[src/rtl/arb_pkg.sv]
// Shared types and vector rotation helpers for the round-robin grant arbiter.
// Rotations are modulo a runtime width, so non-power-of-two requester counts wrap correctly.
package arb_pkg;

  typedef enum logic {ARB_IDLE = 1'b0, ARB_GRANTED = 1'b1} arb_state_t;

  localparam int ARB_MAX_W = 64;
  localparam int ARB_IDX_W = 6;

  // Rotate right by sh within the low w bits; sh must be below w.
  function automatic logic [ARB_MAX_W-1:0] rotate_right(
    input logic [ARB_MAX_W-1:0] vec,
    input logic [ARB_IDX_W:0]   sh,
    input logic [ARB_IDX_W:0]   w
  );
    logic [ARB_MAX_W-1:0] res;
    logic [ARB_IDX_W:0]   src;
    res = '0;
    for (int i = 0; i < ARB_MAX_W; i++) begin
      src = {1'b0, i[ARB_IDX_W-1:0]} + sh;
      if (src >= w) begin
        src = src - w;
      end else begin
        src = src;
      end
      if ({1'b0, i[ARB_IDX_W-1:0]} < w) begin
        res[i] = vec[src[ARB_IDX_W-1:0]];
      end else begin
        res[i] = 1'b0;
      end
    end
    return res;
  endfunction

  function automatic logic [ARB_MAX_W-1:0] rotate_left(
    input logic [ARB_MAX_W-1:0] vec,
    input logic [ARB_IDX_W:0]   sh,
    input logic [ARB_IDX_W:0]   w
  );
    logic [ARB_MAX_W-1:0] res;
    logic [ARB_IDX_W:0]   src;
    res = '0;
    for (int i = 0; i < ARB_MAX_W; i++) begin
      src = {1'b0, i[ARB_IDX_W-1:0]} + w - sh;
      if (src >= w) begin
        src = src - w;
      end else begin
        src = src;
      end
      if ({1'b0, i[ARB_IDX_W-1:0]} < w) begin
        res[i] = vec[src[ARB_IDX_W-1:0]];
      end else begin
        res[i] = 1'b0;
      end
    end
    return res;
  endfunction

endpackage

[src/rtl/rr_grant_arbiter_ffo.sv]
// find_first_one: one-hot of the lowest set bit of vec (all-zero when vec is zero).
// IMPL 0 uses a priority scan; any other value uses the two's-complement isolate trick.
module find_first_one #(
  parameter int WIDTH = 8,
  parameter int IMPL  = 0
) (
  input  logic [WIDTH-1:0] vec,
  output logic [WIDTH-1:0] first
);

  if (IMPL == 0) begin : g_scan
    always_comb begin
      first = '0;
      for (int i = WIDTH - 1; i >= 0; i--) begin
        first = vec[i] ? (WIDTH'(1) << i) : first;
      end
    end
  end else begin : g_isolate
    assign first = vec & (~vec + WIDTH'(1));
  end

endmodule

[src/rtl/rr_grant_arbiter.sv]
// Registered round-robin arbiter with held grants and optional hold timeout.
// "release" is a reserved word in SystemVerilog, so the owner's release input is release_grant.
module rr_grant_arbiter
  import arb_pkg::*;
#(
  parameter int WIDTH    = 8,
  parameter int MSB      = WIDTH - 1,
  parameter int IDX_W    = $clog2(WIDTH),
  parameter int MAX_HOLD = 0,
  parameter int FFO_IMPL = 6
) (
  input  logic             clk,
  input  logic             rst,
  input  logic [MSB:0]     req,
  input  logic             release_grant,
  output logic [MSB:0]     grant,
  output logic             grant_valid,
  output logic [IDX_W-1:0] grant_idx,
  output logic             timeout
);

  localparam int                HOLD_W    = (MAX_HOLD > 1) ? $clog2(MAX_HOLD) : 1;
  localparam int                PW        = ARB_IDX_W + 1;
  localparam logic [HOLD_W-1:0] HOLD_LAST = HOLD_W'((MAX_HOLD > 0) ? (MAX_HOLD - 1) : 0);
  localparam logic [IDX_W-1:0]  IDX_LAST  = IDX_W'(WIDTH - 1);

  arb_state_t        state_r;
  arb_state_t        state_next;
  logic [IDX_W-1:0]  ptr_r;
  logic [IDX_W-1:0]  ptr_next;
  logic [IDX_W-1:0]  ptr_wrap_s;
  logic [IDX_W-1:0]  arb_ptr_s;
  logic [IDX_W-1:0]  cand_idx_s;
  logic [IDX_W-1:0]  grant_idx_next;
  logic [HOLD_W-1:0] hold_cnt_r;
  logic [HOLD_W-1:0] hold_cnt_next;
  logic [MSB:0]      rot_s;
  logic [MSB:0]      first_s;
  logic [MSB:0]      cand_s;
  logic [MSB:0]      grant_next;
  logic              cand_any_s;
  logic              hold_expired_s;
  logic              end_s;

  // On a grant end the search starts just past the outgoing winner, in the same cycle.
  assign ptr_wrap_s = (grant_idx == IDX_LAST) ? '0 : (grant_idx + IDX_W'(1));
  assign arb_ptr_s  = (state_r == ARB_GRANTED) ? ptr_wrap_s : ptr_r;

  assign rot_s = WIDTH'(rotate_right(ARB_MAX_W'(req), PW'(arb_ptr_s), PW'(WIDTH)));

  find_first_one #(
    .WIDTH(WIDTH),
    .IMPL (FFO_IMPL)
  ) u_ffo (
    .vec  (rot_s),
    .first(first_s)
  );

  assign cand_s     = WIDTH'(rotate_left(ARB_MAX_W'(first_s), PW'(arb_ptr_s), PW'(WIDTH)));
  assign cand_any_s = |first_s;

  always_comb begin
    cand_idx_s = '0;
    for (int i = 0; i < WIDTH; i++) begin
      cand_idx_s = cand_idx_s | (cand_s[i] ? IDX_W'(i) : '0);
    end
  end

  assign hold_expired_s = (MAX_HOLD != 0) && (hold_cnt_r == HOLD_LAST);
  assign end_s          = (state_r == ARB_GRANTED) && (release_grant || hold_expired_s);
  assign timeout        = (state_r == ARB_GRANTED) && hold_expired_s && !release_grant;

  always_ff @(posedge clk) begin
    if (rst) begin
      state_r <= ARB_IDLE;
    end else begin
      state_r <= state_next;
    end
  end

  always_comb begin
    state_next = state_r;
    case (state_r)
      ARB_IDLE:    state_next = cand_any_s ? ARB_GRANTED : ARB_IDLE;
      ARB_GRANTED: state_next = (end_s && !cand_any_s) ? ARB_IDLE : ARB_GRANTED;
      default:     state_next = ARB_IDLE;
    endcase
  end

  always_comb begin
    grant_next     = grant;
    grant_idx_next = grant_idx;
    ptr_next       = ptr_r;
    hold_cnt_next  = hold_cnt_r;
    case (state_r)
      ARB_IDLE: begin
        if (cand_any_s) begin
          grant_next     = cand_s;
          grant_idx_next = cand_idx_s;
          hold_cnt_next  = '0;
        end else begin
          grant_next     = '0;
          grant_idx_next = '0;
        end
      end
      ARB_GRANTED: begin
        if (end_s) begin
          ptr_next       = ptr_wrap_s;
          hold_cnt_next  = '0;
          grant_next     = cand_any_s ? cand_s : '0;
          grant_idx_next = cand_any_s ? cand_idx_s : '0;
        end else if ((MAX_HOLD != 0) && (hold_cnt_r != HOLD_LAST)) begin
          hold_cnt_next = hold_cnt_r + HOLD_W'(1);
        end else begin
          hold_cnt_next = hold_cnt_r;
        end
      end
      default: begin
        grant_next     = '0;
        grant_idx_next = '0;
        ptr_next       = '0;
        hold_cnt_next  = '0;
      end
    endcase
  end

  always_ff @(posedge clk) begin
    if (rst) begin
      grant       <= '0;
      grant_valid <= 1'b0;
      grant_idx   <= '0;
      ptr_r       <= '0;
      hold_cnt_r  <= '0;
    end else begin
      grant       <= grant_next;
      grant_valid <= |grant_next;
      grant_idx   <= grant_idx_next;
      ptr_r       <= ptr_next;
      hold_cnt_r  <= hold_cnt_next;
    end
  end

endmodule

[config.mk]
export PLATFORM = sky130hd
export DESIGN_NAME = rr_grant_arbiter
export DESIGN_NICKNAME = d
export VERILOG_FILES = /design/src/rtl/arb_pkg.sv /design/src/rtl/rr_grant_arbiter_ffo.sv /design/src/rtl/rr_grant_arbiter.sv
export SDC_FILE = /design/constraint.sdc
export NUM_CORES = 1
export LEC_CHECK = 0
export BUFFER_PORTS_ARGS = -buffer_cell sky130_fd_sc_hd__buf_2
export CORE_UTILIZATION = 62
export DETAILED_ROUTE_END_ITERATION = 10
export GPL_TIMING_DRIVEN = 1
export HOLD_SLACK_MARGIN = 0.1
export PLACE_DENSITY_LB_ADDON = 0.12
export RECOVER_POWER = 50
export SYNTH_ARGS = -nofsm -noshare
export SYNTH_HDL_FRONTEND = slang
export SYNTH_HIERARCHICAL = 1
export SYNTH_SLANG_ARGS = --single-unit
[constraint.sdc]
create_clock -name clk -period 12.35 [get_ports clk]
set_input_delay 0 -clock clk [delete_from_list [all_inputs] [get_ports clk]]
set_output_delay 0 -clock clk [all_outputs]
set_load 0.01 [all_outputs]
; Word level (Yosys, flattened, before mapping)
; Index checks and enable logic that the tools add are counted.
[word_totals]
n_memories = 0
inputBits = 11
ff_bits = 16
ramBits = 0
romBits = 0
elab_cells = 153
latchBits = 0
[op_classes]
n_mul = 0
n_reduce_logical = 6
magnitude_cmp = 32
eq_ne = 2
mux = 66
shifts = 0
addsub = 33
n_bitwise = 9
div_mod_pow = 0
[op_table]
columns = operator, count
row1 = "less-than comparator 6 x 7 -> 1 bit, second input constant", 16
row2 = binary-select mux 1 bit (select 6 bit), 16
row3 = 2-to-1 mux 6 bit, 16
row4 = ">= comparator 7 x 4 -> 1 bit, second input constant", 8
row5 = "subtractor 5 x 5 -> 6 bit, second input constant", 8
row6 = "subtractor 4 x 3 -> 5 bit, first input constant", 8
row7 = "subtractor 4 x 4 -> 5 bit, second input constant", 7
row8 = ">= comparator 4 bit, second input constant", 7
row9 = 2-to-1 mux 3 bit, 8
row10 = 2-to-1 mux 1 bit, 19
row11 = "adder 3 x 3 -> 4 bit, first input constant", 4
row12 = 2-to-1 mux 8 bit, 2
row13 = one-hot mux 8 bit (2 select lines), 1
row14 = OR reduction 8 bit, 2
row15 = bitwise OR 3 bit, 3
row16 = "adder 2 x 3 -> 4 bit, first input constant", 2
row17 = "adder 8 x 1 -> 8 bit, second input constant", 1
row18 = AND 8 bit, 1
row19 = inverter 8 bit, 1
row20 = one-hot mux 3 bit (2 select lines), 1
row21 = "subtractor 3 x 4 -> 5 bit, second input constant", 1
row22 = "adder 1 x 3 -> 4 bit, first input constant", 1
row23 = ">= comparator 3 x 4 -> 1 bit, second input constant", 1
row24 = 2-to-1 mux 2 bit, 2
row25 = other kinds (11), 12

; Depth between registers and ports, before layout
[logic_depth]
word_depth = 23
mapped_depth = 21
mapped_depth_nobuf = 17

; Cells and area by module
; Netlist, hierarchy kept.
[by_module_without_submodules]
columns = mod, cells_each, n_inst, area_each_um2
row1 = rr_grant_arbiter, 176, 1, 1680.4
row2 = find_first_one, 10, 1, 83.8

; Least setup slack after synthesis
; No wires, ideal clock.
[synth_path]
path_kind = register to register
startpoint = register grant_idx[0]
endpoint = register grant_idx[0]
required_ns = 12.283
setup_ns = 0.067
arrival_time_ns = 4.320
path_buffers = 2
path_stages_with_launch = 16
setup_slack_ns = 7.963
path_cell_list = dfxtp_1 > ha_1 > mux2i_4 > buf_2 > buf_2 > inv_1 > ha_1 > ha_1 > mux2i_1 > nor3b_1 > nor4b_1 > mux2i_1 > mux4_2 > or3b_1 > and4_4 > a21oi_2
[synth_via]
elab_chain_cells = 23
elab_cells_between_ends = 92
cone_classes = add/sub: 25 / order compare: 12 / eq/ne: 1 / mux: 45 / bitwise: 8 / reduce/logical: 1
[synth_rtl]
columns = element, line_no
row1 = start: declaration, rr_grant_arbiter.sv:18  ; output logic [IDX_W-1:0] grant_idx,
row2 = start signal: assignment, rr_grant_arbiter.sv:137  ; grant_idx <= grant_idx_next;
row3 = adder 3 x 1 -> 3 bit / == test 3 bit (equally long branches), rr_grant_arbiter.sv:46  ; assign ptr_wrap_s = (grant_idx == IDX_LAST) ? '0 : (grant_idx + IDX_W'(1));
row4 = 2-to-1 mux 3 bit (*), rr_grant_arbiter.sv:46
row5 = named net ptr_wrap_s[1], rr_grant_arbiter.sv:31  ; logic [IDX_W-1:0] ptr_wrap_s;
row6 = 2-to-1 mux 3 bit (*), rr_grant_arbiter.sv:47  ; assign arb_ptr_s = (state_r == ARB_GRANTED) ? ptr_wrap_s : ptr_r;
row7 = adder 1 x 3 -> 4 bit (*), arb_pkg.sv:20  ; src = {1'b0, i[ARB_IDX_W-1:0]} + sh;
row8 = subtractor 4 x 4 -> 5 bit / >= comparator 4 bit (equally long branches), "arb_pkg.sv:22, arb_pkg.sv:21"
row9 = 2-to-1 mux 6 bit (*), arb_pkg.sv:21  ; if (src >= w) begin
row10 = binary-select mux 1 bit (select 6 bit) (*), arb_pkg.sv:27  ; res[i] = vec[src[ARB_IDX_W-1:0]];
row11 = (+1 left out), --
row12 = named net rot_s[1], rr_grant_arbiter.sv:37  ; logic [MSB:0] rot_s;
row13 = (+3 left out), --
row14 = named net first_s[3], rr_grant_arbiter.sv:38  ; logic [MSB:0] first_s;
row15 = (+2 left out), --
row16 = 2-to-1 mux 1 bit, rr_grant_arbiter.sv:65  ; cand_idx_s = cand_idx_s | (cand_s[i] ? IDX_W'(i) : '0);
row17 = bitwise OR 1 x 2 -> 2 bit, rr_grant_arbiter.sv:65
row18 = bitwise OR 2 bit, rr_grant_arbiter.sv:65
row19 = bitwise OR 2 x 3 -> 3 bit, rr_grant_arbiter.sv:65
row20 = bitwise OR 3 bit (3 in series), rr_grant_arbiter.sv:65
row21 = 2-to-1 mux 3 bit (*), "rr_grant_arbiter.sv:97, rr_grant_arbiter.sv:111"
row22 = 2-to-1 mux 3 bit, rr_grant_arbiter.sv:107  ; if (end_s) begin
row23 = one-hot mux 3 bit (2 select lines) (*), rr_grant_arbiter.sv:95  ; case (state_r)
; The timed path passes the listed nets; every way through them passes the cells marked *. The select of a mux whose other input is x is not followed.
; A chain may end at the register's enable or synchronous reset.

; Final worst setup path
[layout_path]
startpoint = register state_r
endpoint = register grant_valid
[layout_via]
elab_chain_cells = 15
elab_cells_between_ends = 106
cone_classes = add/sub: 32 / order compare: 16 / mux: 52 / bitwise: 3 / reduce/logical: 3
[layout_rtl]
columns = element, line_no
row1 = start: declaration, rr_grant_arbiter.sv:27  ; arb_state_t state_r;
row2 = start signal: assignment, rr_grant_arbiter.sv:77  ; state_r <= state_next;
row3 = 2-to-1 mux 3 bit (*), rr_grant_arbiter.sv:47
row4 = adder 2 x 3 -> 4 bit (*), arb_pkg.sv:20
row5 = subtractor 4 x 4 -> 5 bit / >= comparator 4 bit (equally long branches), "arb_pkg.sv:22, arb_pkg.sv:21"
row6 = 2-to-1 mux 6 bit (*), arb_pkg.sv:21
row7 = binary-select mux 1 bit (select 6 bit) (*), arb_pkg.sv:27
row8 = 2-to-1 mux 1 bit (not written as such) (*), arb_pkg.sv:27
row9 = named net rot_s[3], rr_grant_arbiter.sv:37
row10 = inverter 8 bit, rr_grant_arbiter_ffo.sv:19  ; assign first = vec & (~vec + WIDTH'(1));
row11 = adder 8 x 1 -> 8 bit, rr_grant_arbiter_ffo.sv:19
row12 = AND 8 bit (*), rr_grant_arbiter_ffo.sv:19
row13 = named net first_s[3], rr_grant_arbiter.sv:38
row14 = binary-select mux 1 bit (select 6 bit), arb_pkg.sv:51  ; res[i] = vec[src[ARB_IDX_W-1:0]];
row15 = 2-to-1 mux 1 bit (not written as such), arb_pkg.sv:51
row16 = 2-to-1 mux 8 bit (*), "rr_grant_arbiter.sv:97, rr_grant_arbiter.sv:110"
row17 = 2-to-1 mux 8 bit, rr_grant_arbiter.sv:107
row18 = one-hot mux 8 bit (2 select lines) (*), rr_grant_arbiter.sv:95
row19 = OR reduction 8 bit (*), rr_grant_arbiter.sv:136  ; grant_valid <= |grant_next;
row20 = end signal: assignment, rr_grant_arbiter.sv:136
row21 = end: declaration, rr_grant_arbiter.sv:17  ; output logic grant_valid,
; Marks and branches as above.

==> flow_results.org <==
** Run status
- The run finished with clean final reports.

** Route
- For this run, design rule violations remaining after detail routing come to 0.
- Via count :: 1,485
- Summed over all layers, the routed wires come to approximately 4000 um.
- Residual antenna-violating net count after detailed routing :: 0
- In the routed layout, each cell is associated on average with a via count of 6.401.
- Iteration-0 DRC Markers :: 84
- Routed wirelength normalized by instance count :: between 15 and 20 um
- The pre-antenna-repair detailed-routing pass consisted of 7 iterations.

** Global routing
- Entering global routing, the biggest net connects 29 pins.
- Global router's overall resource usage :: 0.2638
- The initial antenna violation count came to 0.
- The first global-routing pass estimated ~6500 um of wire.
- Summed over all layers, the global routing overflow is 0.
- The via count of the first global-routing pass came to 1,424.

** Synth
- By area, the combinational part of the netlist is dominated by multiplexers.
- Async set or reset register ratio after synthesis :: 0
- By instance count, the leading cell after synthesis is sky130_fd_sc_hd__mux2i_1.
- The number of nets handed over by synthesis was between 200 and 250.
- Area share of the largest cell type after synthesis :: 0.1816
- Area share of and/or/nand/nor cells after synthesis :: 0.1667
- Yosys reg bits :: 16
- Synthesized-area fraction occupied by ao, oa, aoi and oai cells :: 0.1340
- In this run the cell area of the synthesized design comes to around 1800 um2.
- The portion of synthesized area spent on multiplexers is 0.3475.
- Adder-Cell Fraction of Synth Area :: 0.1064
- Part of the Yosys area used for sequential elements :: 0.1816
- Average cell area after synthesis :: between 9 and 10 um2
- Synthesized netlist cell count :: roughly 190
- Synth top area cells :: sky130_fd_sc_hd__dfxtp_1 (18%), sky130_fd_sc_hd__mux2i_1 (15%), sky130_fd_sc_hd__ha_1 (11%)
- The most used flip-flop cell after synthesis is sky130_fd_sc_hd__dfxtp_1.
- Of all cell types, the one taking the most synthesized area is sky130_fd_sc_hd__dfxtp_1.
- Area share of xor/xnor cells in the synthesized design :: 0.009929
- Number of distinct standard cells referenced by the synthesized netlist :: 47
- The commonest cells after synthesis are sky130_fd_sc_hd__mux2i_1 (26), sky130_fd_sc_hd__nand2_1 (17), sky130_fd_sc_hd__dfxtp_1 (16).
- Yosys mapped a number of flops with a built-in enable equal to 0.
- Yosys printed 6 warnings.

** Finish
- The layout has 217 filler cells.
- Relative to the synthesized area, the layout overhead comes to 6.454%.
- Once layout is done, the placed cells without fillers occupy 1878 um2.
- Antenna diode instance count :: 0
- Summing all flip-flop and latch instances after layout gives ~320 um2.
- Area of the multi-input gates :: roughly 1400 um2
- In the final layout, the share of cells above drive strength 1 is 0.2277.
- Final #Nets :: between 200 and 250

** Setup path
- Together, buffers and inverters on the worst path number 1.
- Of all nets on the critical path, the largest fanout is 28.
- On the worst path, the slowest cell contributes a delay of approximately 0.94 ns.
- Cells along the critical path :: mux2i_4 -> inv_1 -> ha_1 -> mux2i_1 -> mux2_2 -> nor4b_1 -> nor2_1 -> a41oi_1 -> o21ai_0 -> or2_1 -> and4_4 -> a31oi_2
- Dominant delay contributor by cell family on the critical path :: simple AND/OR/NAND/NOR gates
- Setup crit start kind :: flip-flop
- Logic depth of the worst setup path including buffers :: 12
- For the worst flop-to-flop path, the logic depth is 12.
- The slowest stage of the critical path is the sky130_fd_sc_hd__mux2i_4 cell.
- The worst setup path is captured at a flip-flop.
- Data required time at the worst endpoint :: roughly 13 ns
- The worst setup path is of the reg -> reg kind.
- Data arrives at the worst endpoint at 5.58 ns.

** Pwr
- Sw Share :: 0.4870
- Total power divided by cell area :: approximately 270 nW/um2
- Of the total power, the clock network draws 0.051.
- Worst IR drop on VDD :: 0.1678 mV
- Switching component of the power :: between 0.2 and 0.3 mW
- Comb power frac :: 0.796
- Leakage :: between 0.8 and 0.9 nW
- Design internal power :: around 0.26 mW
- The share of total power dissipated in sequential elements is 0.154.

** Placed design
- Final weighted congestion of routability-driven global placement :: 0.8724
- Prior to clock tree synthesis, the placed netlist has a worst setup slack of slightly above 7 ns.
- Input and output buffers added on the ports amount to 22.
- Post-DP HPWL :: 2951 um
- Placed instance area :: approximately 1900 um2

** Timing
- In the final timing run, aggregate negative setup slack is 0 ns.
- The final hold violation count came to 0.
- Tightest slew margin relative to the limit :: 0.2141
- Slew @ Worst Pin :: 1.162 ns
- Endpoints failing setup :: 0
- Setup repair after global routing missed its margin :: false
- Setup slack of the critical path after layout :: 6.980 ns
- Of the available clock period, the critical path in the final layout requires 0.4348.
- Max Clk Rate :: about 190 MHz
- The final number of max-transition violations came to 0.
- Worst-case clock skew :: ~0.0055 ns
- The routed design could run at a clock period as short as 5.370 ns.

** CTS
- # H-tree levels :: 1
- CTS placed an instance of sky130_fd_sc_hd__clkbuf_4 at the clock tree root.
- Clk sinks :: 16
- Skew-Pair Late Insertion Delay :: 0.28 ns
- CTS tree :: yes
- The longest clock path from root to sink contains 2 buffers.
- After clock tree synthesis, the clock-pin slew on the worst setup and hold paths is approximately 0.09 ns.
- The number of clock buffers added by TritonCTS is 3.
- Resized cells post-CTS :: 0

** Floorplanning
- The floorplan step set the die height to ~55 um.
- The initial utilization of the core area, before any placement, comes to 0.6812.
- Die outline area :: 3063 um2
- The floorplan has 18 rows.
- Chip Width :: 55.34 um
- For this design the top-level I/O count stands at 24.
- Placeable Area :: roughly 2600 um2

** Job
- Total of max-cap violations :: 0

** Hold path
- Type of the tightest min-delay check :: reg -> reg
- The worst hold path passes through 2 cells.
==> metrics by stage <==
stage,power (mW),hold slack (ns),util,std cells
global placement,0.4675,0.3066,0.7145,227
detailed placement,0.4861,0.3131,0.7145,227
global route,0.5545,0.4991,0.7251,232
finish,0.5157,0.4808,0.7251,232
floorplan,0.4187,0.06564,-,186
CTS,0.5131,0.4783,0.7309,232
==> path summary, 6_finish.rpt <==
check | start | endpoint | slack, ns
worst min-delay path | grant[7] | grant[7] | 0.48
worst max-delay path | state_r | grant_valid | 6.98
worst max register to register | state_r | grant_valid | 6.98
worst min register to register | grant[7] | grant[7] | 0.48
==> cells by family after synthesis <==
group / count (synthesis)
DFF: 16
adders and majority gates: 15
and+or+nand+nor: 53
AOI/OAI and AO/OA: 34
other: 1
muxes: 47
xor gates and xnor gates: 2
buffers and inverters: 18
==> cell type report <==
type,instances,area share
sequential,16,0.1706
multi-input combinational,152,0.7202
timing repair buffer,25,0.06529
tap,30,0.01999
clock buffer,3,0.01199
inverter,6,0.01199
==> flip-flops by register name, summed over array words and instances (netlist names) <==
signal       count
grant_idx        3
state_r          1
grant            8
grant_valid      1
ptr_r            3
==> power by group through the flow <==
stage	logic (mW)	clock network [mW]	registers [mW]
5_1_grt	0.444	0.0286	0.0814
3_3_place_gp	0.388	0	0.0792
2_1_floorplan	0.340	0	0.0785
4_1_cts	0.408	0.0263	0.0791
6_report	0.410	0.0262	0.0793
3_5_place_dp	0.406	0	0.0804
==> tightest hold or removal path, delay by kind of cell (launching register included) <==
kind / cells / cell delay (ns)
simple gates: 1 / 0.05
compound gates: 1 / 0.06
flops: 1 / 0.33
==> layer usage <==
| metal | vias to the layer above | track usage | routed length [um] |
|---|---|---|---|
| met5 | - | 0 | 0 |
| met2 | 46 | 0.4630 | 2003 |
| met3 | 8 | 0.03044 | 152 |
| li1 | 727 | - | - |
| met1 | 704 | 0.3294 | 1700 |
| met4 | 0 | 0.1000 | 74 |
==> repair_timing <==
item                      in CTS  in global routing
hold buffers                   2                  0
hold endpoints to repair      11                  0
buffers inserted               0                  0
==> cells in the final DEF, fill, tap and decap left out, types with 2 or more instances in the layout <==
cell type / netlist / routed
sky130_fd_sc_hd__ha_1: 15 / 15
sky130_fd_sc_hd__clkbuf_4: 0 / 3
sky130_fd_sc_hd__nor3b_1: 4 / 4
sky130_fd_sc_hd__nand2_1: 17 / 17
sky130_fd_sc_hd__nand3_1: 2 / 2
sky130_fd_sc_hd__dfxtp_1: 16 / 16
sky130_fd_sc_hd__clkbuf_1: 4 / 12
sky130_fd_sc_hd__nor2_1: 11 / 11
sky130_fd_sc_hd__buf_2: 4 / 10
sky130_fd_sc_hd__o21ai_0: 2 / 2
sky130_fd_sc_hd__a22oi_1: 4 / 4
sky130_fd_sc_hd__xnor2_1: 2 / 2
sky130_fd_sc_hd__mux2i_1: 26 / 26
sky130_fd_sc_hd__dlygate4sd3_1: 0 / 2
sky130_fd_sc_hd__or4_1: 2 / 2
sky130_fd_sc_hd__inv_1: 4 / 4
sky130_fd_sc_hd__o41ai_1: 2 / 2
sky130_fd_sc_hd__nor2b_1: 5 / 5
sky130_fd_sc_hd__mux4_2: 8 / 8
sky130_fd_sc_hd__mux2_2: 10 / 10
sky130_fd_sc_hd__inv_2: 2 / 2
sky130_fd_sc_hd__a41oi_1: 2 / 2
sky130_fd_sc_hd__a21oi_1: 11 / 11
sky130_fd_sc_hd__mux2i_4: 2 / 2
sky130_fd_sc_hd__a211oi_1: 5 / 5
Power figures use the tool's default switching activity.
